<file path="src/rtl/cache_pkg.sv">
`default_nettype none
// ============================================================================
// Module      : cache_pkg
// Description : Shared cache-subsystem definitions: default L2 address and
//               line geometry, the L1->L2 operation type and the L1/L2
//               arbiter state encoding.
// Revision    : 1.0 - initial release
// ============================================================================
package cache_pkg;

    // Default L2 geometry, used as parameter defaults by cache blocks
    localparam int L2_TAG_W   = 18;
    localparam int L2_INDEX_W = 8;
    localparam int L2_LINE_W  = 512;

    typedef enum logic [0:0] {
        OP_READ  = 1'b0,
        OP_WRITE = 1'b1
    } op_e;

    typedef enum logic [0:0] {
        ARB_IDLE = 1'b0,
        ARB_BUSY = 1'b1
    } arb_state_e;

endpackage : cache_pkg
`default_nettype wire

</file>
<file path="src/rtl/l1_l2_arbiter_rr_pick.sv">
`default_nettype none
// ============================================================================
// Module      : rr_pick
// Description : Combinational round-robin picker. Returns the first set bit
//               of req at or after position ptr, wrapping modulo N.
// Ports       : req [N-1:0]      request vector
//               ptr [IDX_W-1:0]  search start position (must be < N)
//               gnt [N-1:0]      one-hot grant, zero when no request
//               idx [IDX_W-1:0]  encoded grant position, zero when none
//               any              at least one request present
// Revision    : 1.0 - initial release
// ============================================================================
module rr_pick #(
    parameter int N     = 2,
    parameter int IDX_W = (N > 1) ? $clog2(N) : 1
) (
    input  logic [N-1:0]     req,
    input  logic [IDX_W-1:0] ptr,
    output logic [N-1:0]     gnt,
    output logic [IDX_W-1:0] idx,
    output logic             any
);

    always_comb begin
        int  w_k;
        logic w_found;
        gnt     = '0;
        idx     = '0;
        w_found = 1'b0;
        w_k     = 0;
        // Walk the N positions starting at ptr; the first requester wins
        for (int i = 0; i < N; i++) begin
            w_k = int'(ptr) + i;
            if (w_k >= N) begin
                w_k = w_k - N;
            end
            if (!w_found && req[w_k]) begin
                w_found  = 1'b1;
                gnt[w_k] = 1'b1;
                idx      = w_k[IDX_W-1:0];
            end
        end
    end

    assign any = |req;

endmodule : rr_pick
`default_nettype wire

</file>
<file path="src/rtl/l1_l2_arbiter.sv">
`default_nettype none
// ============================================================================
// Module      : l1_l2_arbiter
// Description : N-channel round-robin arbiter between the L1 caches and the
//               shared L2 request port. One transaction in flight at a time;
//               the grant is locked until L2 signals ready, which is routed
//               back only to the owning channel. Payload is not registered:
//               requesters hold request and payload until their ready_o.
// Ports       : clk, nrst (async, active-low)
//               read_i/write_i [N_REQ]         per-channel requests
//               tag_i/index_i                  per-channel read address
//               write_tag_i/write_index_i      per-channel write-back address
//               write_data_i                   per-channel write-back line
//               ready_o [N_REQ]                completion pulse to owner
//               read_L1_L2/write_L1_L2         L2 request strobes
//               tag_L1_L2/index_L1_L2          muxed L2 address
//               write_data_L1_L2               muxed write-back line
//               ready_L2_L1                    L2 completion pulse
//               busy_o, grant_o [N_REQ]        status
// Config      : L1L2_ARB_WB_PRIO_EN - when defined, pending write-backs are
//               arbitrated ahead of all reads.
// Revision    : 1.0 - initial release
// ============================================================================
module l1_l2_arbiter
    import cache_pkg::*;
#(
    parameter int N_REQ   = 2,
    parameter int TAG_W   = L2_TAG_W,
    parameter int INDEX_W = L2_INDEX_W,
    parameter int LINE_W  = L2_LINE_W
) (
    input  logic                       clk,
    input  logic                       nrst,
    input  logic [N_REQ-1:0]           read_i,
    input  logic [N_REQ-1:0]           write_i,
    input  logic [N_REQ*TAG_W-1:0]     tag_i,
    input  logic [N_REQ*INDEX_W-1:0]   index_i,
    input  logic [N_REQ*TAG_W-1:0]     write_tag_i,
    input  logic [N_REQ*INDEX_W-1:0]   write_index_i,
    input  logic [N_REQ*LINE_W-1:0]    write_data_i,
    output logic [N_REQ-1:0]           ready_o,
    output logic                       read_L1_L2,
    output logic                       write_L1_L2,
    output logic [TAG_W-1:0]           tag_L1_L2,
    output logic [INDEX_W-1:0]         index_L1_L2,
    output logic [LINE_W-1:0]          write_data_L1_L2,
    input  logic                       ready_L2_L1,
    output logic                       busy_o,
    output logic [N_REQ-1:0]           grant_o
);

    localparam int                 IDX_W      = (N_REQ > 1) ? $clog2(N_REQ) : 1;
    localparam logic [IDX_W-1:0]   C_LAST_IDX = IDX_W'(N_REQ - 1);

    arb_state_e         r_state;
    arb_state_e         w_state_nxt;
    op_e                r_op;
    logic [IDX_W-1:0]   r_gnt_idx;
    logic [IDX_W-1:0]   r_rr_ptr;

    logic [N_REQ-1:0]   w_req_all;
    logic [N_REQ-1:0]   w_arb_req;
    logic [N_REQ-1:0]   w_pick_gnt;
    logic [IDX_W-1:0]   w_pick_idx;
    logic               w_pick_any;
    logic               w_done;
    int                 w_own;

    assign w_req_all = read_i | write_i;

`ifdef L1L2_ARB_WB_PRIO_EN
    // Any pending write-back masks out all read-only requesters
    assign w_arb_req = (|write_i) ? write_i : w_req_all;
`else
    assign w_arb_req = w_req_all;
`endif

    rr_pick #(
        .N     (N_REQ),
        .IDX_W (IDX_W)
    ) u_rr_pick (
        .req (w_arb_req),
        .ptr (r_rr_ptr),
        .gnt (w_pick_gnt),
        .idx (w_pick_idx),
        .any (w_pick_any)
    );

    assign w_done = (r_state == ARB_BUSY) && ready_L2_L1;
    assign w_own  = int'(r_gnt_idx);

    // ------------------------------------------------------------------
    // State register
    // ------------------------------------------------------------------
    always_ff @(posedge clk or negedge nrst) begin
        if (!nrst) begin
            r_state <= ARB_IDLE;
        end else begin
            r_state <= w_state_nxt;
        end
    end

    // ------------------------------------------------------------------
    // Owner, operation and round-robin pointer
    // ------------------------------------------------------------------
    always_ff @(posedge clk or negedge nrst) begin
        if (!nrst) begin
            r_gnt_idx <= '0;
            r_op      <= OP_READ;
            r_rr_ptr  <= '0;
        end else begin
            if ((r_state == ARB_IDLE) && w_pick_any) begin
                r_gnt_idx <= w_pick_idx;
                // A channel requesting both is serviced as a write first;
                // its read stays asserted and re-arbitrates afterwards.
                r_op      <= (|(w_pick_gnt & write_i)) ? OP_WRITE : OP_READ;
            end
            if (w_done) begin
                r_rr_ptr <= (r_gnt_idx == C_LAST_IDX) ? '0 : r_gnt_idx + 1'b1;
            end
        end
    end

    // ------------------------------------------------------------------
    // Next state and outputs. Outputs are decoded from state only, so an
    // asynchronous reset clears them immediately.
    // ------------------------------------------------------------------
    always_comb begin
        w_state_nxt      = r_state;
        ready_o          = '0;
        read_L1_L2       = 1'b0;
        write_L1_L2      = 1'b0;
        tag_L1_L2        = '0;
        index_L1_L2      = '0;
        write_data_L1_L2 = '0;
        busy_o           = 1'b0;
        grant_o          = '0;

        case (r_state)
            ARB_IDLE: begin
                if (w_pick_any) begin
                    w_state_nxt = ARB_BUSY;
                end
            end
            ARB_BUSY: begin
                busy_o           = 1'b1;
                grant_o[w_own]   = 1'b1;
                read_L1_L2       = (r_op == OP_READ);
                write_L1_L2      = (r_op == OP_WRITE);
                write_data_L1_L2 = write_data_i[w_own*LINE_W +: LINE_W];
                if (r_op == OP_WRITE) begin
                    tag_L1_L2   = write_tag_i[w_own*TAG_W +: TAG_W];
                    index_L1_L2 = write_index_i[w_own*INDEX_W +: INDEX_W];
                end else begin
                    tag_L1_L2   = tag_i[w_own*TAG_W +: TAG_W];
                    index_L1_L2 = index_i[w_own*INDEX_W +: INDEX_W];
                end
                if (ready_L2_L1) begin
                    ready_o[w_own] = 1'b1;
                    w_state_nxt    = ARB_IDLE;
                end
            end
            default: begin
                w_state_nxt = ARB_IDLE;
            end
        endcase
    end

endmodule : l1_l2_arbiter
`default_nettype wire
</file>
<file path="config.mk">
export PLATFORM = sky130hd
export DESIGN_NAME = l1_l2_arbiter
export DESIGN_NICKNAME = d
export VERILOG_FILES = /design/src/rtl/cache_pkg.sv /design/src/rtl/l1_l2_arbiter_rr_pick.sv /design/src/rtl/l1_l2_arbiter.sv
export SDC_FILE = /design/constraint.sdc
export NUM_CORES = 1
export LEC_CHECK = 0
export CAP_MARGIN = 20
export CORE_AREA = 5 5 655 657
export CTS_CLUSTER_DIAMETER = 50
export DETAILED_ROUTE_END_ITERATION = 10
export DIE_AREA = 0 0 660 662
export PLACE_DENSITY = 0.3
export SLEW_MARGIN = 20
export SYNTH_ARGS = -nofsm -noshare
export SYNTH_HDL_FRONTEND = slang
export SYNTH_HIERARCHICAL = 1
export SYNTH_SLANG_ARGS = --single-unit
</file>
<file path="constraint.sdc">
create_clock -name clk -period 1.2 [get_ports clk]
set_clock_uncertainty 0.05 [all_clocks]
set_input_delay 0.12 -clock clk [delete_from_list [all_inputs] [get_ports clk]]
set_output_delay 0.12 -clock clk [all_outputs]
set_load 0.005 [all_outputs]
</file>
# After elaboration in Yosys (flattened, before gate mapping)

Cells that the tools add are included.

Output and inout port bits: 545
Logic and storage cells: 71
Register bits after elaboration: 4
Input port bits: 1135

Magnitude comparators: 8
Reductions and logical operators: 9
Multipliers: 1
Bitwise logic cells: 5
Add/subtract/negate cells: 4
Shift operators: 5
Mux-type cells: 35

Operator list:

| cell                  | count |
|---|---|
| $shiftx 1024x11->512  | 1 |
| $mux 512              | 1 |
| $ge 32x1->1 const B   | 2 |
| $lt 32x3->1 const B   | 2 |
| $mux 32               | 2 |
| $mux 18               | 2 |
| $shiftx 36x32->18     | 1 |
| $shiftx 36x7->18      | 1 |
| $ge 32x3->1 const B   | 1 |
| $shiftx 16x5->8       | 2 |
| $sub 32x3->32 const B | 1 |
| $mux 1                | 19 |
| $mux 8                | 2 |
| $mux 2                | 5 |
| $logic_and 1x1->1     | 6 |
| $mul 1x4->5 const B   | 1 |
| $or 2x2->2            | 2 |
| $reduce_or 2->1       | 2 |
| $demux 1 s1           | 3 |
| $sub 1x2->3 const B   | 1 |
| $add 1x1->2 const B   | 1 |
| $and 2x2->2           | 1 |
| $ge 1x2->1 const B    | 1 |
| $lt 1x2->1 const B    | 1 |
| 5 further kinds       | 6 |

# Depth between registers and ports, before layout

Gate-level depths: netlist (run 1).

Depth in word-level cells: 12
Gate-level depth with buffers: 6

# Cells and area by module

Netlist (run 1), hierarchy kept.

Modules (own cells, without submodules):

| module        | sequential area each (µm²) | cells each | instances | area each (µm²) |
|---|---|---|---|---|
| l1_l2_arbiter | 100.1                      | 1251       | 1         | 9984.6 |
| rr_pick       | 0.0                        | 5          | 1         | 32.5 |

# Worst setup path after synthesis (run 1)

Ideal clock, no wire load.

Path kind: flip-flop to output port
Start: register r_gnt_idx
End: output tag_L1_L2[10]
Cell stages (with the launch flop): 7
Setup slack: -0.132 ns
Buffers on the path: 4
Arrival time: 1.162 ns
Data required time: 1.030 ns
Path through: dfrtp_1 -> buf_2 -> buf_6 -> nand2b_1 -> buf_2 -> buf_2 -> o22ai_1

Word-level cells in the longest chain between the ends: 4
Elaborated cells between the ends (all ways): 5
Classes of those cells: 1 x mul; 2 x shift; 2 x mux

RTL lines:

| what                                                         | RTL line                                   | source |
|---|---|---|
| start, declared                                              | l1_l2_arbiter.sv:58                        | `logic [IDX_W-1:0] r_gnt_idx;` |
| start signal, assigned                                       | l1_l2_arbiter.sv:113                       | `r_gnt_idx <= w_pick_idx;` |
| $mul 1x4->5 (*)                                              | l1_l2_arbiter.sv:152, l1_l2_arbiter.sv:155 |  |
| $shiftx 36x7->18 / $shiftx 36x32->18 (equally long branches) | l1_l2_arbiter.sv:155, l1_l2_arbiter.sv:152 |  |
| $mux 18 (*)                                                  | l1_l2_arbiter.sv:151                       | `if (r_op == OP_WRITE) begin` |
| $mux 18 (*)                                                  | l1_l2_arbiter.sv:139                       | `case (r_state)` |
| end, declared                                                | l1_l2_arbiter.sv:44                        | `output logic [TAG_W-1:0] tag_L1_L2,` |

Every way passes the cells marked *; elsewhere a longest branch is shown, timed or not.

# Worst setup path after layout (run 1)

Start: register r_gnt_idx
End: output write_data_L1_L2[457]

Word-level cells in the longest chain between the ends: 2

RTL lines:

| what                 | RTL line             | source |
|---|---|---|
| $shiftx 1024x11->512 | l1_l2_arbiter.sv:150 | `write_data_L1_L2 = write_data_i[w_own*LINE_W +: LINE_W];` |
| $mux 512             | l1_l2_arbiter.sv:139 |  |
| end, declared        | l1_l2_arbiter.sv:46  | `output logic [LINE_W-1:0] write_data_L1_L2,` |

No other way between the ends.

==> summary.txt, run 1 <==
Total of buffers placed on input and output ports: 1679
Crit path arrival time: 2070 ps
Failing checks: negative setup slack
Number of instances in the synthesized netlist: 1256
Vias after detailed routing: 20.99k
Result of the run: finished, violations left
Combined area of the multi-input logic cells: 11250 µm²
Hold Slack: 66.45 ps
Total detailed-routing wirelength: 361700 µm
Count of distinct cell types in the synthesized netlist: 21
Drt pass-1 iters: 5
Antenna violations before repair: 537
Fmax: 446.9 MHz
Via/cell ratio: 2.333
CTS root buf: sky130_fd_sc_hd__clkbuf_16
Final net count: 4316
Setup_tns: -449370 ps
Detailed Route Iter0 Violations: 1375
Share of the synthesized area in the top cell type: 56.36%
Global route overflow: 0
Register area share after synthesis: 0.9993%
DRC violation count after routing: 0
Final-report setup violation count: 549
Number of clock buffers inserted by TritonCTS: 3
Final worst path period share: 186.5%
Pin count of the biggest net entering global routing: 59
Count of antenna-violating nets left after detailed routing: 0
Worst setup SP type: flip-flop
Number of core rows: 239
Actual transition at the worst max-transition pin: 530.1 ps
Critical path class: reg -> out
Power density over cell area: 1945 nW/µm²
Clock buffer depth: 2
Die Width: 660 µm
Number of hold-slack violations in the final timing report: 0
Design area: 40710 µm²
Library cell occupying the most area in the post-synthesis netlist: sky130_fd_sc_hd__mux2i_1
MaxCap Viol Count: 0
Normalized max-slew margin: 64.55%
Clock Pin Slew Worst Setup and Hold Paths: 30 ps
Register-to-register path setup slack: -650 ps
Worst endpoint required time: 1030 ps
Number of primary I/O pins: 1680
HPWL after detailed placement: 339000 µm
Min-delay worst type: in -> async
Peak fanout along the critical path: 6
Initial cell density of the core: 2.372%
Area of the mapped netlist: 10020 µm²
Register bit count reported by yosys: 4
Static Leak: 15.33 nW
H-Tree Level Count: 1
Clock tree from TritonCTS: done
Max Slew Vio Count: 0
Setup slack after placement: -1517 ps
Largest vdd supply drop: 790.4 µV
Via count of the first global-routing pass: 19.84k
Worst-skew pair later-pin latency: 230 ps
Wirelength per Cell: 40.20 µm
GPL Wtd Cong: 0.9970
Area of all sequential standard cells: 111.4 µm²
Vertical extent of the die: 662 µm
Total die area: 436900 µm²
Layout cells sized above 1: 31.16%
Total placed instance area: 36770 µm²
Final worst-path setup slack: -1037 ps
Top cells by area in the synthesized netlist: sky130_fd_sc_hd__mux2i_1, sky130_fd_sc_hd__nor2b_1, sky130_fd_sc_hd__buf_4
First-pass GRT wire length: 402200 µm
Unrepaired setup endpoints after global routing: true
Min cycle time layout: 2237 ps
Avg Inst Size Synth: 7.975 µm²
Filler cell count: 49.19k
Net Count, Synth: 2391
Endpoint kind of the worst setup timing path: primary output
Clock tree sinks: 4
P&R area growth vs syn: 306.4%
Warnings from Yosys: 6
Overall track demand over capacity in global routing: 15.56%
Placeable core area: 422200 µm²
## where the power goes
group	total, W	switching [W]	internal [W]	leakage (nW)
Sequential	0.000516	0.000276	0.000240	0.0446
Clock	0.000551	0.000111	0.000440	0.0391
Combinational	0.0781	0.0373	0.0408	15.2
## per-layer routing
metal | part of all wire [%] | track usage (%)
met3 | 13 | 9.174
met5 | 0.64 | 0
met2 | 46 | 26.30
met4 | 3.4 | 3.343
met1 | 36 | 16.69
## final timing paths
kind                                            start                     to  depth (start not counted)
worst max register to register      r_state$_DFF_PN0_  r_gnt_idx$_DFFE_PN0P_                          4
min in group clk                 r_rr_ptr$_DFFE_PN0P_   r_rr_ptr$_DFFE_PN0P_                          1
worst min register to register   r_rr_ptr$_DFFE_PN0P_   r_rr_ptr$_DFFE_PN0P_                          1
worst max-delay path            r_gnt_idx$_DFFE_PN0P_  write_data_L1_L2[457]                          7
worst min-delay path                             nrst       r_op$_DFFE_PN0P_                          1
max in group asynchronous                        nrst      r_state$_DFF_PN0_                          1
## state kept, by name (all words and copies together) (netlist names)
| signal | count |
|---|---|
| r_state | 1 |
| r_rr_ptr | 1 |
| r_op | 1 |
| r_gnt_idx | 1 |
## kinds of logic (layout without fill, tap and decap cells)
logic type | Yosys count | count (layout) | share of synthesized area, %
mux | 566 | 566 | 56.58
simple gates | 523 | 523 | 32.71
buf+inv | 131 | 2055 | 7.619
compound gates | 32 | 32 | 2.086
flops | 4 | 4 | 0.9993
other cells | 0 | 153 | 0
## stage by stage
stage | total power, W | util, % | std cells
CTS | 0.07594 | 9.173 | 8779
finish | 0.07917 | 9.640 | 8996
floorplan | 0.02218 | - | 1256
global route | 0.08270 | 9.596 | 8922
global placement | 0.06962 | 8.709 | 8708
detailed placement | 0.06930 | 8.709 | 8708
## placed cells by master (no fill, tap or decap), types with 4 or more instances in the layout
master                               n
sky130_fd_sc_hd__clkdlybuf4s50_1  1152
sky130_fd_sc_hd__nor2b_1           427
sky130_fd_sc_hd__mux2i_1           409
sky130_fd_sc_hd__buf_4             207
sky130_fd_sc_hd__buf_12            183
sky130_fd_sc_hd__diode_2           153
sky130_fd_sc_hd__buf_2             153
sky130_fd_sc_hd__dlygate4sd2_1     136
sky130_fd_sc_hd__mux2i_4           108
sky130_fd_sc_hd__buf_6              91
sky130_fd_sc_hd__nor2b_2            54
sky130_fd_sc_hd__mux2i_2            47
sky130_fd_sc_hd__dlymetal6s2s_1     43
sky130_fd_sc_hd__nor2b_4            33
sky130_fd_sc_hd__buf_8              24
sky130_fd_sc_hd__buf_16             22
sky130_fd_sc_hd__clkbuf_2           16
sky130_fd_sc_hd__o22ai_2            15
sky130_fd_sc_hd__clkbuf_16          13
sky130_fd_sc_hd__o22ai_4             6
sky130_fd_sc_hd__o22ai_1             5
sky130_fd_sc_hd__bufbuf_16           5
sky130_fd_sc_hd__inv_1               4
sky130_fd_sc_hd__clkdlybuf4s15_2     4
## critical path, stage by stage (launching register included)
cell                      delay, ps
sky130_fd_sc_hd__dfrtp_4        530
sky130_fd_sc_hd__buf_12         180
sky130_fd_sc_hd__buf_6          150
sky130_fd_sc_hd__buf_12         130
sky130_fd_sc_hd__buf_16         150
sky130_fd_sc_hd__mux2i_4        360
sky130_fd_sc_hd__nor2b_1        110
sky130_fd_sc_hd__buf_2          160
## synth_stat cells
library cell / number
sky130_fd_sc_hd__inv_1: 4
sky130_fd_sc_hd__nand2_1: 1
sky130_fd_sc_hd__mux2i_1: 564
sky130_fd_sc_hd__buf_6: 17
sky130_fd_sc_hd__a21o_1: 2
sky130_fd_sc_hd__nand2b_1: 1
sky130_fd_sc_hd__buf_4: 30
sky130_fd_sc_hd__or2_2: 2
sky130_fd_sc_hd__and2_1: 1
sky130_fd_sc_hd__nand2_4: 1
sky130_fd_sc_hd__o22ai_1: 26
sky130_fd_sc_hd__and3b_1: 1
sky130_fd_sc_hd__a22o_1: 1
sky130_fd_sc_hd__clkbuf_1: 55
sky130_fd_sc_hd__and3_1: 1
sky130_fd_sc_hd__nor2b_1: 514
sky130_fd_sc_hd__a21boi_1: 3
sky130_fd_sc_hd__or2_1: 1
sky130_fd_sc_hd__mux2_2: 2
sky130_fd_sc_hd__dfrtp_1: 4
sky130_fd_sc_hd__buf_2: 25
## area by class of cell
class	instances	area share (%)
multi-input combinational	1121	27.64
inverter	4	0.03689
clock buffer	4	0.1936
tap	5663	17.41
timing repair buffer	2047	53.51
antenna	153	0.9406
sequential	4	0.2736
## what timing repair did
action | 4_1_cts | 5_1_grt
hold buffers | 0 | 0
gates cloned | 15 | 11
buffers inserted | 57 | 66
endpoints found under the setup margin | 549 | 549
resized for setup | 895 | 651
No activity file was read; power rests on OpenSTA's default activity.
==> run 2, diff against run 1 <==
==> constraint.sdc (replaced) <==
create_clock -name clk -period 2.05 [get_ports clk]
set_clock_uncertainty 0.05 [all_clocks]
set_input_delay 0.205 -clock clk [delete_from_list [all_inputs] [get_ports clk]]
set_output_delay 0.205 -clock clk [all_outputs]
set_load 0.005 [all_outputs]
==> run 2 against run 1 <==
Compared with the run above: the run still ends with negative setup slack left; largest power group unchanged; routed wire length up 7.3%; utilization hardly changed; largest cell class unchanged; flip-flop and latch count did not move; critical endpoint is now write_data_L1_L2[430]; power decreased by 39%; global-route usage is 1.2 points higher; critical path type unchanged.
==> summary.txt, run 2 (synthesized netlist as in run 1, its figures left out) <==
Worst r2r dst: r_rr_ptr$_DFFE_PN0P_
Worst endpoint required time: 1790 ps
H-Tree Level Count: 1
Max Slew Vio Count: 0
Gate power share: 98.9%
Total die area: 436900 µm²
Cell mode on critical path: sky130_fd_sc_hd__buf_12
Launch point of the worst reg-to-reg path: r_state$_DFF_PN0_
Final-report setup violation count: 444
Reg2reg path depth: 6
Clock Pin Slew Worst Setup and Hold Paths: 30 ps
Final net count: 4309
First-pass GRT wire length: 428900 µm
Placeable core area: 422200 µm²
Crit path from: r_gnt_idx$_DFFE_PN0P_
Layout cells sized above 1: 34.07%
Worst setup SP type: flip-flop
Number of primary I/O pins: 1680
Power dissipated by switching net loads: 0.02221 W
Clock buffer depth: 2
Vias after detailed routing: 21.19k
Largest vdd supply drop: 624.3 µV
Crit path arrival time: 2170 ps
Final worst path period share: 118.3%
Final Total Pwr: 0.04815 W
Total detailed-routing wirelength: 388200 µm
DRC violation count after routing: 0
Die Width: 660 µm
Peak fanout along the critical path: 6
Pin count of the biggest net entering global routing: 67
MaxCap Viol Count: 0
Number of core rows: 239
Vertical extent of the die: 662 µm
Endpoint kind of the worst setup timing path: primary output
Number of hold-slack violations in the final timing report: 0
Final worst-path setup slack: -374.3 ps
Overall track demand over capacity in global routing: 16.78%
Initial cell density of the core: 2.372%
Power share of the clock group: 0.7%
Count of antenna-violating nets left after detailed routing: 0
GPL Wtd Cong: 0.9704
Result of the run: finished, violations left
Static Leak: 15.58 nW
Normalized max-slew margin: 43.42%
Critical path, cell by cell: buf_12, buf_12, clkbuf_16, buf_16, buf_16, mux2i_4, nor2b_2, buf_12
Min cycle time layout: 2424 ps
Via/cell ratio: 2.374
Critical path class: reg -> out
P_int: 0.02594 W
HPWL after detailed placement: 366100 µm
Count of hold-fix buffers inserted at cts: 0
Largest stage delay, worst path: 500 ps
Antenna violations before repair: 612
Worst-skew pair later-pin latency: 220 ps
Wirelength per Cell: 43.48 µm
Unrepaired setup endpoints after global routing: true
Register-to-register path setup slack: 350 ps
Sequential share of power: 0.4%
Post-Route Utilization: 9.627%
Clock tree from TritonCTS: done
Power density over cell area: 1185 nW/µm²
Fmax: 412.5 MHz
Min-delay worst type: in -> async
Total of buffers placed on input and output ports: 1679
Switching share of total power: 46.12%
Number of clock buffers inserted by TritonCTS: 3
Clock tree sinks: 4
Filler cell count: 49.10k
Commonest non-fill, non-tap cell in the layout: sky130_fd_sc_hd__clkdlybuf4s50_1
Commonest cells after routing, fill and taps aside: sky130_fd_sc_hd__clkdlybuf4s50_1, sky130_fd_sc_hd__mux2i_1, sky130_fd_sc_hd__nor2b_1
Global route overflow: 0
Via count of the first global-routing pass: 19.90k
Detailed Route Iter0 Violations: 1186
Failing checks: negative setup slack
CTS root buf: sky130_fd_sc_hd__clkbuf_16
P&R area growth vs syn: 305.8%
Drt pass-1 iters: 4
Critical-path cell with the highest stage delay: sky130_fd_sc_hd__dfrtp_4
Actual transition at the worst max-transition pin: 846.0 ps
## run 2: cell types whose count changed in the layout (fill, tap and decap cells not counted), moves of 24 or more
cell and delta:
sky130_fd_sc_hd__nor2b_1 -30, sky130_fd_sc_hd__buf_2 +49, sky130_fd_sc_hd__dlygate4sd2_1 -121, sky130_fd_sc_hd__diode_2 -61
sky130_fd_sc_hd__mux2i_1 +32, sky130_fd_sc_hd__buf_12 +24, sky130_fd_sc_hd__nor2b_2 +28
## run 2: worst max-delay path by stage
stage                                  to  slack, ps  cells past startpoint
finish              write_data_L1_L2[430]       -370                      8
global placement    write_data_L1_L2[424]      -1040                      6
detailed placement  write_data_L1_L2[423]      -1060                      6
floorplan                   tag_L1_L2[10]        630                      6
CTS                 write_data_L1_L2[268]       -500                      5
global route        write_data_L1_L2[423]       -440                      8
## run 2: critical path: cells and delay by family, from the launching register on
kind | cells | cell delay, ps
buffers and inverters | 6 | 910
flip-flops | 1 | 500
multiplexers | 1 | 360
AND/OR/NAND/NOR | 1 | 110
## run 2: what timing repair did
action,in CTS,in global routing
setup buffers,124,76
gates resized for setup,1250,491
pin swaps,5,0
cloned,26,9
setup endpoints to repair,539,535
## run 2: power by group through the flow
stage,logic [W],clock network (W),registers (W)
2_1_floorplan,0.0123,0,0.000135
6_report,0.0476,0.000315,0.000195
5_1_grt,0.0498,0.000330,0.000202
3_3_place_gp,0.0408,0,0.000260
4_1_cts,0.0466,0.000321,0.000265
3_5_place_dp,0.0407,0,0.000260
## run 2: final cells by class
| type | instances | area [µm²] | area share (%) |
|---|---|---|---|
| clock buffer | 4 | 78.83 | 0.1939 |
| multi-input combinational | 1121 | 10950 | 26.93 |
| tap | 5663 | 7086 | 17.43 |
| timing repair buffer | 2040 | 22180 | 54.57 |
| inverter | 4 | 15.01 | 0.03694 |
| antenna | 92 | 230.2 | 0.5664 |
| sequential | 4 | 111.4 | 0.2740 |
## run 2: stage by stage
step | cell area (µm²) | setup WS, ps | cells | setup TNS (ps) | hold WS (ps)
floorplan | 10020 | 632.8 | 1256 | 0 | -140.6
global placement | 36180 | -1043 | 8618 | -107190 | 408.2
detailed placement | 36180 | -1064 | 8618 | -107580 | 414.7
CTS | 39040 | -500.2 | 8769 | -127620 | 178.6
global route | 40490 | -440.2 | 8864 | -85790 | 172.7
finish | 40650 | -374.3 | 8928 | -58760 | 174.8
## run 2: per-layer routing
metal	part of all wire [%]	wire length, µm	GRT usage [%]	vias up
li1	-	-	-	8293
met1	36	139300	17.78	9664
met2	47	182700	28.80	1899
met3	14	54690	10.73	966
met4	2.3	9048	1.805	372
met5	0.65	2522	0	-
==> run 3, diff against run 2 <==
--- a/config.mk
+++ b/config.mk
@@ -6,10 +6,10 @@
 export NUM_CORES = 1
 export LEC_CHECK = 0
 export CAP_MARGIN = 20
-export CORE_AREA = 5 5 655 657
+export CORE_AREA = 5 5 654 656
 export CTS_CLUSTER_DIAMETER = 50
 export DETAILED_ROUTE_END_ITERATION = 10
-export DIE_AREA = 0 0 660 662
+export DIE_AREA = 0 0 659 661
 export PLACE_DENSITY = 0.3
 export SLEW_MARGIN = 20
 export SYNTH_ARGS = -nofsm -noshare
==> constraint.sdc (replaced) <==
create_clock -name clk -period 3.03 [get_ports clk]
set_clock_uncertainty 0.05 [all_clocks]
set_input_delay 0.303 -clock clk [delete_from_list [all_inputs] [get_ports clk]]
set_output_delay 0.303 -clock clk [all_outputs]
set_load 0.005 [all_outputs]
==> run 3 against run 2 <==
Compared with the run above: the flow now finishes without violations; die area shrank 0.30%; cell area shrank 12%; utilization shrank 1.2 points; largest cell class unchanged.
==> summary.txt, run 3 (synthesized netlist as in run 1, its figures left out) <==
Number of clock buffers inserted by TritonCTS: 3
Worst setup SP type: flip-flop
CTS root buf: sky130_fd_sc_hd__clkbuf_16
Normalized max-slew margin: 46.05%
Via count of the first global-routing pass: 18.85k
Min cycle time layout: 3025 ps
Count of hold-fix buffers inserted at cts: 0
Count of antenna-violating nets left after detailed routing: 0
Post-Route Utilization: 8.475%
Clock buffer depth: 2
Buffer count from post-CTS setup fixing: 0
Total detailed-routing wirelength: 369900 µm
H-Tree Level Count: 1
Largest vdd supply drop: 431.4 µV
Worst-skew pair later-pin latency: 230 ps
Clock Pin Slew Worst Setup and Hold Paths: 30 ps
Placeable core area: 421600 µm²
Detailed Route Iter0 Violations: 1368
Vertical extent of the die: 661 µm
GPL Wtd Cong: 0.9780
Switching share of total power: 51.93%
Endpoint kind of the worst setup timing path: primary output
Crit path from: r_gnt_idx$_DFFE_PN0P_
Drt pass-1 iters: 5
Pin count of the biggest net entering global routing: 148
Actual transition at the worst max-transition pin: 786.7 ps
Final worst path period share: 99.85%
Global route overflow: 0
Clock tree sinks: 4
Overall track demand over capacity in global routing: 16.18%
Gate power share: 98.0%
Total placed instance area: 35220 µm²
Commonest cells after routing, fill and taps aside: sky130_fd_sc_hd__clkdlybuf4s50_1, sky130_fd_sc_hd__mux2i_1, sky130_fd_sc_hd__nor2b_1
Die Width: 659 µm
Static Leak: 12.00 nW
First-pass GRT wire length: 411600 µm
Antenna violations before repair: 540
Via/cell ratio: 2.333
Fmax: 330.5 MHz
Design area: 35730 µm²
Number of hold-slack violations in the final timing report: 0
P&R area growth vs syn: 256.7%
Result of the run: finished clean
HPWL after detailed placement: 355500 µm
Peak fanout along the critical path: 59
Number of primary I/O pins: 1680
DRC violation count after routing: 0
Total die area: 435600 µm²
Final net count: 4072
Layout cells sized above 1: 10.73%
Crit path arrival time: 2670 ps
Final-report setup violation count: 0
Max Slew Vio Count: 0
Final Total Pwr: 0.02684 W
Launch point of the worst reg-to-reg path: r_state$_DFF_PN0_
Power density over cell area: 751.2 nW/µm²
Initial cell density of the core: 2.376%
Commonest non-fill, non-tap cell in the layout: sky130_fd_sc_hd__clkdlybuf4s50_1
Wirelength per Cell: 43.21 µm
Worst endpoint required time: 2680 ps
Vias after detailed routing: 19.97k
Power dissipated by switching net loads: 0.01394 W
Critical path class: reg -> out
Clock tree from TritonCTS: done
Unrepaired setup endpoints after global routing: true
P_int: 0.01290 W
Sequential share of power: 1.2%
Min-delay worst type: in -> async
Power share of the clock group: 0.8%
Number of core rows: 239
MaxCap Viol Count: 0
Setup_tns: 0 ps
Total of buffers placed on input and output ports: 1679
run 3: cell count changes in the layout (fill, tap and decap cells not counted), moves of 63 or more:
| cell | before | now |
|---|---|---|
| sky130_fd_sc_hd__clkdlybuf4s50_1 | 1137 | 1528 |
| sky130_fd_sc_hd__buf_2 | 202 | 0 |
| sky130_fd_sc_hd__mux2i_4 | 88 | 16 |
| sky130_fd_sc_hd__buf_12 | 207 | 126 |
| sky130_fd_sc_hd__mux2i_1 | 441 | 536 |
| sky130_fd_sc_hd__nor2b_1 | 397 | 514 |
| sky130_fd_sc_hd__buf_4 | 204 | 141 |
| sky130_fd_sc_hd__nor2b_2 | 82 | 0 |
| sky130_fd_sc_hd__buf_6 | 101 | 6 |
| sky130_fd_sc_hd__dlymetal6s2s_1 | 66 | 0 |
run 3: worst paths after layout:
check	slack [ps]	end	depth (start not counted)
worst min register to register	530	r_rr_ptr$_DFFE_PN0P_	1
min in group clk	530	r_rr_ptr$_DFFE_PN0P_	1
worst max-delay path	5	write_data_L1_L2[460]	5
worst min-delay path	260	r_op$_DFFE_PN0P_	1
worst max register to register	1380	r_op$_DFFE_PN0P_	3
max in group asynchronous	2450	r_state$_DFF_PN0_	1
run 3: metal layers:
metal	wire length [µm]	global-route usage, %
met2	165100	26.32
met3	56890	11.69
met5	2731	0
met1	136800	17.43
met4	8409	1.973
run 3: cell type report:
class	instances	area [µm²]
Fill cell	49270	385900
Timing Repair Buffer	1803	18990
Multi-Input combinational cell	1121	9402
Tap cell	5543	6935
Antenna cell	82	205.2
Sequential cell	4	111.4
Clock buffer	4	78.83
Inverter	4	15.01
run 3: what timing repair did:
| item | in CTS | in global routing |
|---|---|---|
| setup endpoints to repair | 27 | 7 |
| resized for setup | 31 | 9 |
| gates cloned | 0 | 0 |
| hold endpoints to repair | 0 | 0 |
run 3: critical path, stage by stage, from the launching register on:
cell	delay, ps
sky130_fd_sc_hd__dfrtp_4	560
sky130_fd_sc_hd__buf_16	330
sky130_fd_sc_hd__buf_4	380
sky130_fd_sc_hd__mux2i_4	480
sky130_fd_sc_hd__nor2b_1	100
sky130_fd_sc_hd__clkdlybuf4s50_1	490
run 3: power by group through the flow:
stage / Combinational, W / Sequential (W) / Clock, W
after floorplan: 0.00830 / 0.0000910 / 0
after global routing: 0.0275 / 0.000324 / 0.000224
after global placement: 0.0269 / 0.000338 / 0
after detailed placement: 0.0270 / 0.000335 / 0
final: 0.0263 / 0.000320 / 0.000214
after CTS: 0.0272 / 0.000337 / 0.000215
run 3: stage by stage:
step / setup slack (ps) / cells / hold slack (ps)
floorplan: 1515 / 1256 / -42.59
global placement: -716.1 / 8472 / 486.3
detailed placement: -225.8 / 8475 / 490.3
CTS: -38.38 / 8479 / 250.0
global route: -6.524 / 8500 / 264.8
finish: 4.672 / 8561 / 256.6
==> variant 1 (flow settings as in run 1) <==
Add a define of `L1L2_ARB_WB_PRIO_EN`.
--- a/src/rtl/l1_l2_arbiter.sv
+++ b/src/rtl/l1_l2_arbiter.sv
@@ -21,6 +21,8 @@
 //               arbitrated ahead of all reads.
 // Revision    : 1.0 - initial release
 // ============================================================================
+`define L1L2_ARB_WB_PRIO_EN
+
 module l1_l2_arbiter
     import cache_pkg::*;
 #(
Check against the original RTL: not settled (the Yosys comparison gave no result); the edit may change what the design does.
==> variant 1 against run 1 <==
  * Design area shrank 4.9%
  * The flow still finishes with violations (negative setup slack)
  * Worst setup slack lost 0.19 ns
  * Total power shrank 21%
  * Via count shrank 2.2%
  * Global-route usage shrank 0.73 points
  * Synthesized cell count grew 0.16%
  * Sequential cell count is the same
  * Largest power group unchanged
  * Synthesized area is essentially flat
  * Sequential share of layout area is essentially flat
  * Count of clock-buffer cells in the layout is the same
  * Non-clock buffer count grew 2
  * Routed wire length shrank 4.5%
  * Largest cell class unchanged
  * First-iteration DRC count shrank 24%
==> variant 1: results (changes against run 1) <==
Non-CTS buffers=2,049 (was 2,047); vias in the first global route=19,600 (was 19,800); fill count=49,400 (was 49,200); setup TNS=-537.99 ns (was -449.37 ns); Crit path arrival time=2.26 ns (was 2.07 ns); Signal inverters=6 (was 4); violated checks=negative setup slack (unchanged); n_diodes=90 (was 153); sequential share of the synthesized area=0.999% (about the same); area occupied by multi-input gates=9950 um^2 (was 11,200 um^2); critical-path maximum fanout=8 (was 6); Syn Nets=2,393 (was 2,391); status=finished, violations left (unchanged); Final GP Congestion=0.993 (was 0.997); initial antenna violation count=526 (was 537); Area contributors post-synth=mux2i_1, nor2b_1, buf_4, clkbuf_1, buf_6 (unchanged); Setup-failing EPs final=549 (unchanged); NonClk Buf Share=54.9% (was 53.5%); DRT iter0 DRCs=1,040 (was 1,375); Clock buf/inv share=0.204% (was 0.194%); Final WS setup=-1.23 ns (was -1.04 ns); largest vdd supply drop=0.734 mV (was 0.790 mV); layout cells sized above 1=22.8% (was 31.2%); drt wl/cell=38.6 um (was 40.2 um); Worst Max-Slew Pin Slew=0.732 ns (was 0.530 ns); post-DP HPWL=329,000 um (was 339,000 um); multi-input gates=1,122 (was 1,121); DP Cell Count=8,793 (was 8,708); largest net degree at the start of global routing=76 (was 59); Nets=4,321 (was 4,316); global-route wire length before repair=384,000 um (was 402,000 um); CP max-delay cell=clkdlybuf4s50_1 (was dfrtp_4); Non-Filler Instances=8,938 (was 8,996); mean area per synthesized cell=7.97 um^2 (was 7.98 um^2); vias per inst=2.30 (was 2.33); proportion of synthesized area in mux cells=56.5% (was 56.6%); Setup Buffers After CTS=14 (was 57); Post-CTS Resized=336 (was 895)
==> variant 1: power by group <==
group	switching, mW	internal (mW)
logic	28.7	33.1
clock network	0.101	0.440
registers	0.0948	0.232
total	28.9	33.8
==> variant 1: how the worst max path moves through the flow <==
stage | startpoint | end | slack (ns) | depth (start not counted)
floorplan | r_gnt_idx$_DFFE_PN0P_ | r_gnt_idx$_DFFE_PN0P_ | -0.09 | 5
global placement | r_gnt_idx$_DFFE_PN0P_ | write_data_L1_L2[431] | -1.35 | 7
detailed placement | r_gnt_idx$_DFFE_PN0P_ | write_data_L1_L2[397] | -1.38 | 7
CTS | r_gnt_idx$_DFFE_PN0P_ | write_data_L1_L2[431] | -1.35 | 7
global route | r_gnt_idx$_DFFE_PN0P_ | write_data_L1_L2[59] | -1.31 | 8
finish | r_gnt_idx$_DFFE_PN0P_ | write_data_L1_L2[132] | -1.23 | 8
==> variant 1: cell families (layout without fill, tap and decap cells) <==
kind of cell,count (synthesis),count (layout)
other,0,90
muxes,566,566
AOI/OAI and AO/OA,34,34
buffers and inverters,133,2059
DFF,4,4
and+or+nand+nor,521,522
==> variant 1: per-layer routing <==
metal  wire length (um)  vias up  track usage (%)  part of all wire [%]
met5               2510        -                0                  0.73
met4               8950      374             2.26                   2.6
met3              48600      924             9.76                    14
met2             169000     1691             26.5                    49
met1             116000     9241             14.5                    34
li1                   -     8299                -                     -
==> variant 1: through the flow <==
stage / setup WS [ns] / hold slack, ns / area, um^2
floorplan: -0.0906 / -0.226 / 10300
global placement: -1.35 / 0.311 / 37100
detailed placement: -1.38 / 0.319 / 37100
CTS: -1.35 / 0.0745 / 37800
global route: -1.31 / 0.0843 / 38600
finish: -1.23 / 0.0687 / 38700
==> variant 2 (config.mk and constraints of run 1) <==
Made on the original files. Make the reset (`nrst`) synchronous in 2 clocked blocks. Comments in the files are not updated.
--- a/src/rtl/l1_l2_arbiter.sv
+++ b/src/rtl/l1_l2_arbiter.sv
@@ -92,7 +92,7 @@
     // ------------------------------------------------------------------
     // State register
     // ------------------------------------------------------------------
-    always_ff @(posedge clk or negedge nrst) begin
+    always_ff @(posedge clk) begin
         if (!nrst) begin
             r_state <= ARB_IDLE;
         end else begin
@@ -103,7 +103,7 @@
     // ------------------------------------------------------------------
     // Owner, operation and round-robin pointer
     // ------------------------------------------------------------------
-    always_ff @(posedge clk or negedge nrst) begin
+    always_ff @(posedge clk) begin
         if (!nrst) begin
             r_gnt_idx <= '0;
             r_op      <= OP_READ;
Function: not settled (the Yosys comparison gave no result); the edit may change what the design does.
==> variant 2 against run 1 <==
  * The run still ends with negative setup slack left
  * Routed wire length grew 0.59%
  * Via count is 1.2% lower
  * Sequential cell count is the same
  * Synthesized area is 0.30% lower
  * Core utilization fell by 0.11 points
  * Design area fell by 1.1%
  * Hold slack gained 0.45 ns
  * Fmax decreased by 5.7%
  * Worst setup slack lost 0.13 ns
  * Die area is the same
  * Critical path type unchanged
  * Critical endpoint is now write_data_L1_L2[317]
Power is left out: it rests on default switching activity, and per cell area and clock period it moved more than threefold.
==> variant 2: results (changes against run 1) <==
Area contributors post-synth=mux2i_1, nor2b_1, clkbuf_1, buf_6, buf_2 (was mux2i_1, nor2b_1, buf_4, clkbuf_1, buf_6); Setup crit start=r_gnt_idx$_SDFFE_PN0P_ (was r_gnt_idx$_DFFE_PN0P_); post-DP HPWL=343,000 um (was 339,000 um); Setup-failing EPs final=549 (unchanged); status=finished, violations left (unchanged); ys flop type=dfxtp_1 (was dfrtp_1); mean area per synthesized cell=7.92 um^2 (was 7.98 um^2); DP Cell Count=8,696 (was 8,708); Reg2Reg Setup Slack=-0.42 ns (was -0.65 ns); placed cell area=36,500 um^2 (was 36,800 um^2); post-synthesis cell type count=24 (was 21); violated checks=negative setup slack (unchanged); Final GP Congestion=0.927 (was 0.997); sequential share of the synthesized area=0.802% (was 0.999%); Worst R2R End=r_op$_SDFFE_PN0P_ (was r_gnt_idx$_DFFE_PN0P_); FF-to-FF path depth=7 (was 4); layout cells sized above 1=26.0% (was 31.2%); Worst Max-Slew Pin Slew=0.964 ns (was 0.530 ns); Syn Nets=2,396 (was 2,391); Final WS setup=-1.17 ns (was -1.04 ns); Nets=4,294 (was 4,316); slowest stage delay, CP=0.49 ns (was 0.53 ns); final wirelength=364,000 um (was 362,000 um); DRT iter0 DRCs=1,164 (was 1,375); global-route wire length before repair=403,000 um (was 402,000 um); Synth async-reset ratio=0% (was 100%); global-route usage over all layers=15.6% (about the same)
-- variant 2: changes by cell type after synthesis, moves of 2 or more --
cell	before	now
buf_2	25	34
buf_4	30	21
a21boi_0	0	4
dfrtp_1	4	0
dfxtp_1	0	4
a21boi_1	3	1
a21o_1	2	0
mux2_2	2	0
nand2_1	1	3
nand2b_1	1	3
-- variant 2: through the flow --
| step | TNS (ns) | util, % | hold slack [ns] |
|---|---|---|---|
| detailed placement | -500.17 | 8.64 | 0.545 |
| floorplan | -28.29 | - | 0.187 |
| global placement | -497.29 | 8.64 | 0.529 |
| CTS | -559.30 | 9.04 | 0.511 |
| global route | -524.00 | 9.50 | 0.529 |
| finish | -497.98 | 9.53 | 0.518 |
-- variant 2: worst reg2reg max path: cells and delay by family, from the launching register on --
| kind | cells | cell delay (ns) |
|---|---|---|
| AOI/OAI and AO/OA | 1 | 0.21 |
| DFF | 1 | 0.39 |
| and+or+nand+nor | 2 | 0.26 |
| buffers and inverters | 4 | 0.59 |
-- variant 2: cell families after synthesis --
family / after synthesis / share of synthesized area, %
DFF: 4 / 0.802
buffers and inverters: 130 / 7.42
AOI/OAI and AO/OA: 34 / 2.22
and+or+nand+nor: 529 / 33.0
muxes: 564 / 56.5
-- variant 2: worst max-delay path by stage --
stage                                       end  slack [ns]  depth (start not counted)
after floorplan           write_data_L1_L2[162]       -0.08                          4
after global placement    write_data_L1_L2[463]       -1.91                          6
after detailed placement  write_data_L1_L2[168]       -1.67                          7
after CTS                 write_data_L1_L2[305]       -1.27                          7
after global routing      write_data_L1_L2[419]       -1.21                          9
final                     write_data_L1_L2[317]       -1.17                          6
-- variant 2: repair_timing --
item | in CTS | in global routing
resized for setup | 391 | 457
pin swaps | 0 | 0
setup buffers | 29 | 78
gates cloned | 10 | 15
setup endpoints to repair | 549 | 549
-- variant 2: routing by layer --
| layer | GRT usage (%) | vias up | wire [um] | part of all wire [%] |
|---|---|---|---|---|
| met3 | 8.12 | 926 | 41200 | 11 |
| met4 | 3.07 | 350 | 12800 | 3.5 |
| met1 | 16.5 | 9375 | 131000 | 36 |
| met5 | 0 | - | 2250 | 0.62 |
| met2 | 27.6 | 1834 | 176000 | 48 |
| li1 | - | 8248 | - | - |
-- variant 2: layout make-up --
class,count,area (um^2),area share (%)
repair buffers,2020,22000,54.6
well taps,5663,7090,17.6
inverters,3,11.3,0.0280
clock buffers,4,78.8,0.196
flip-flops and latches,4,91.3,0.227
diodes,73,183,0.454
multi-input cells,1127,10800,26.8
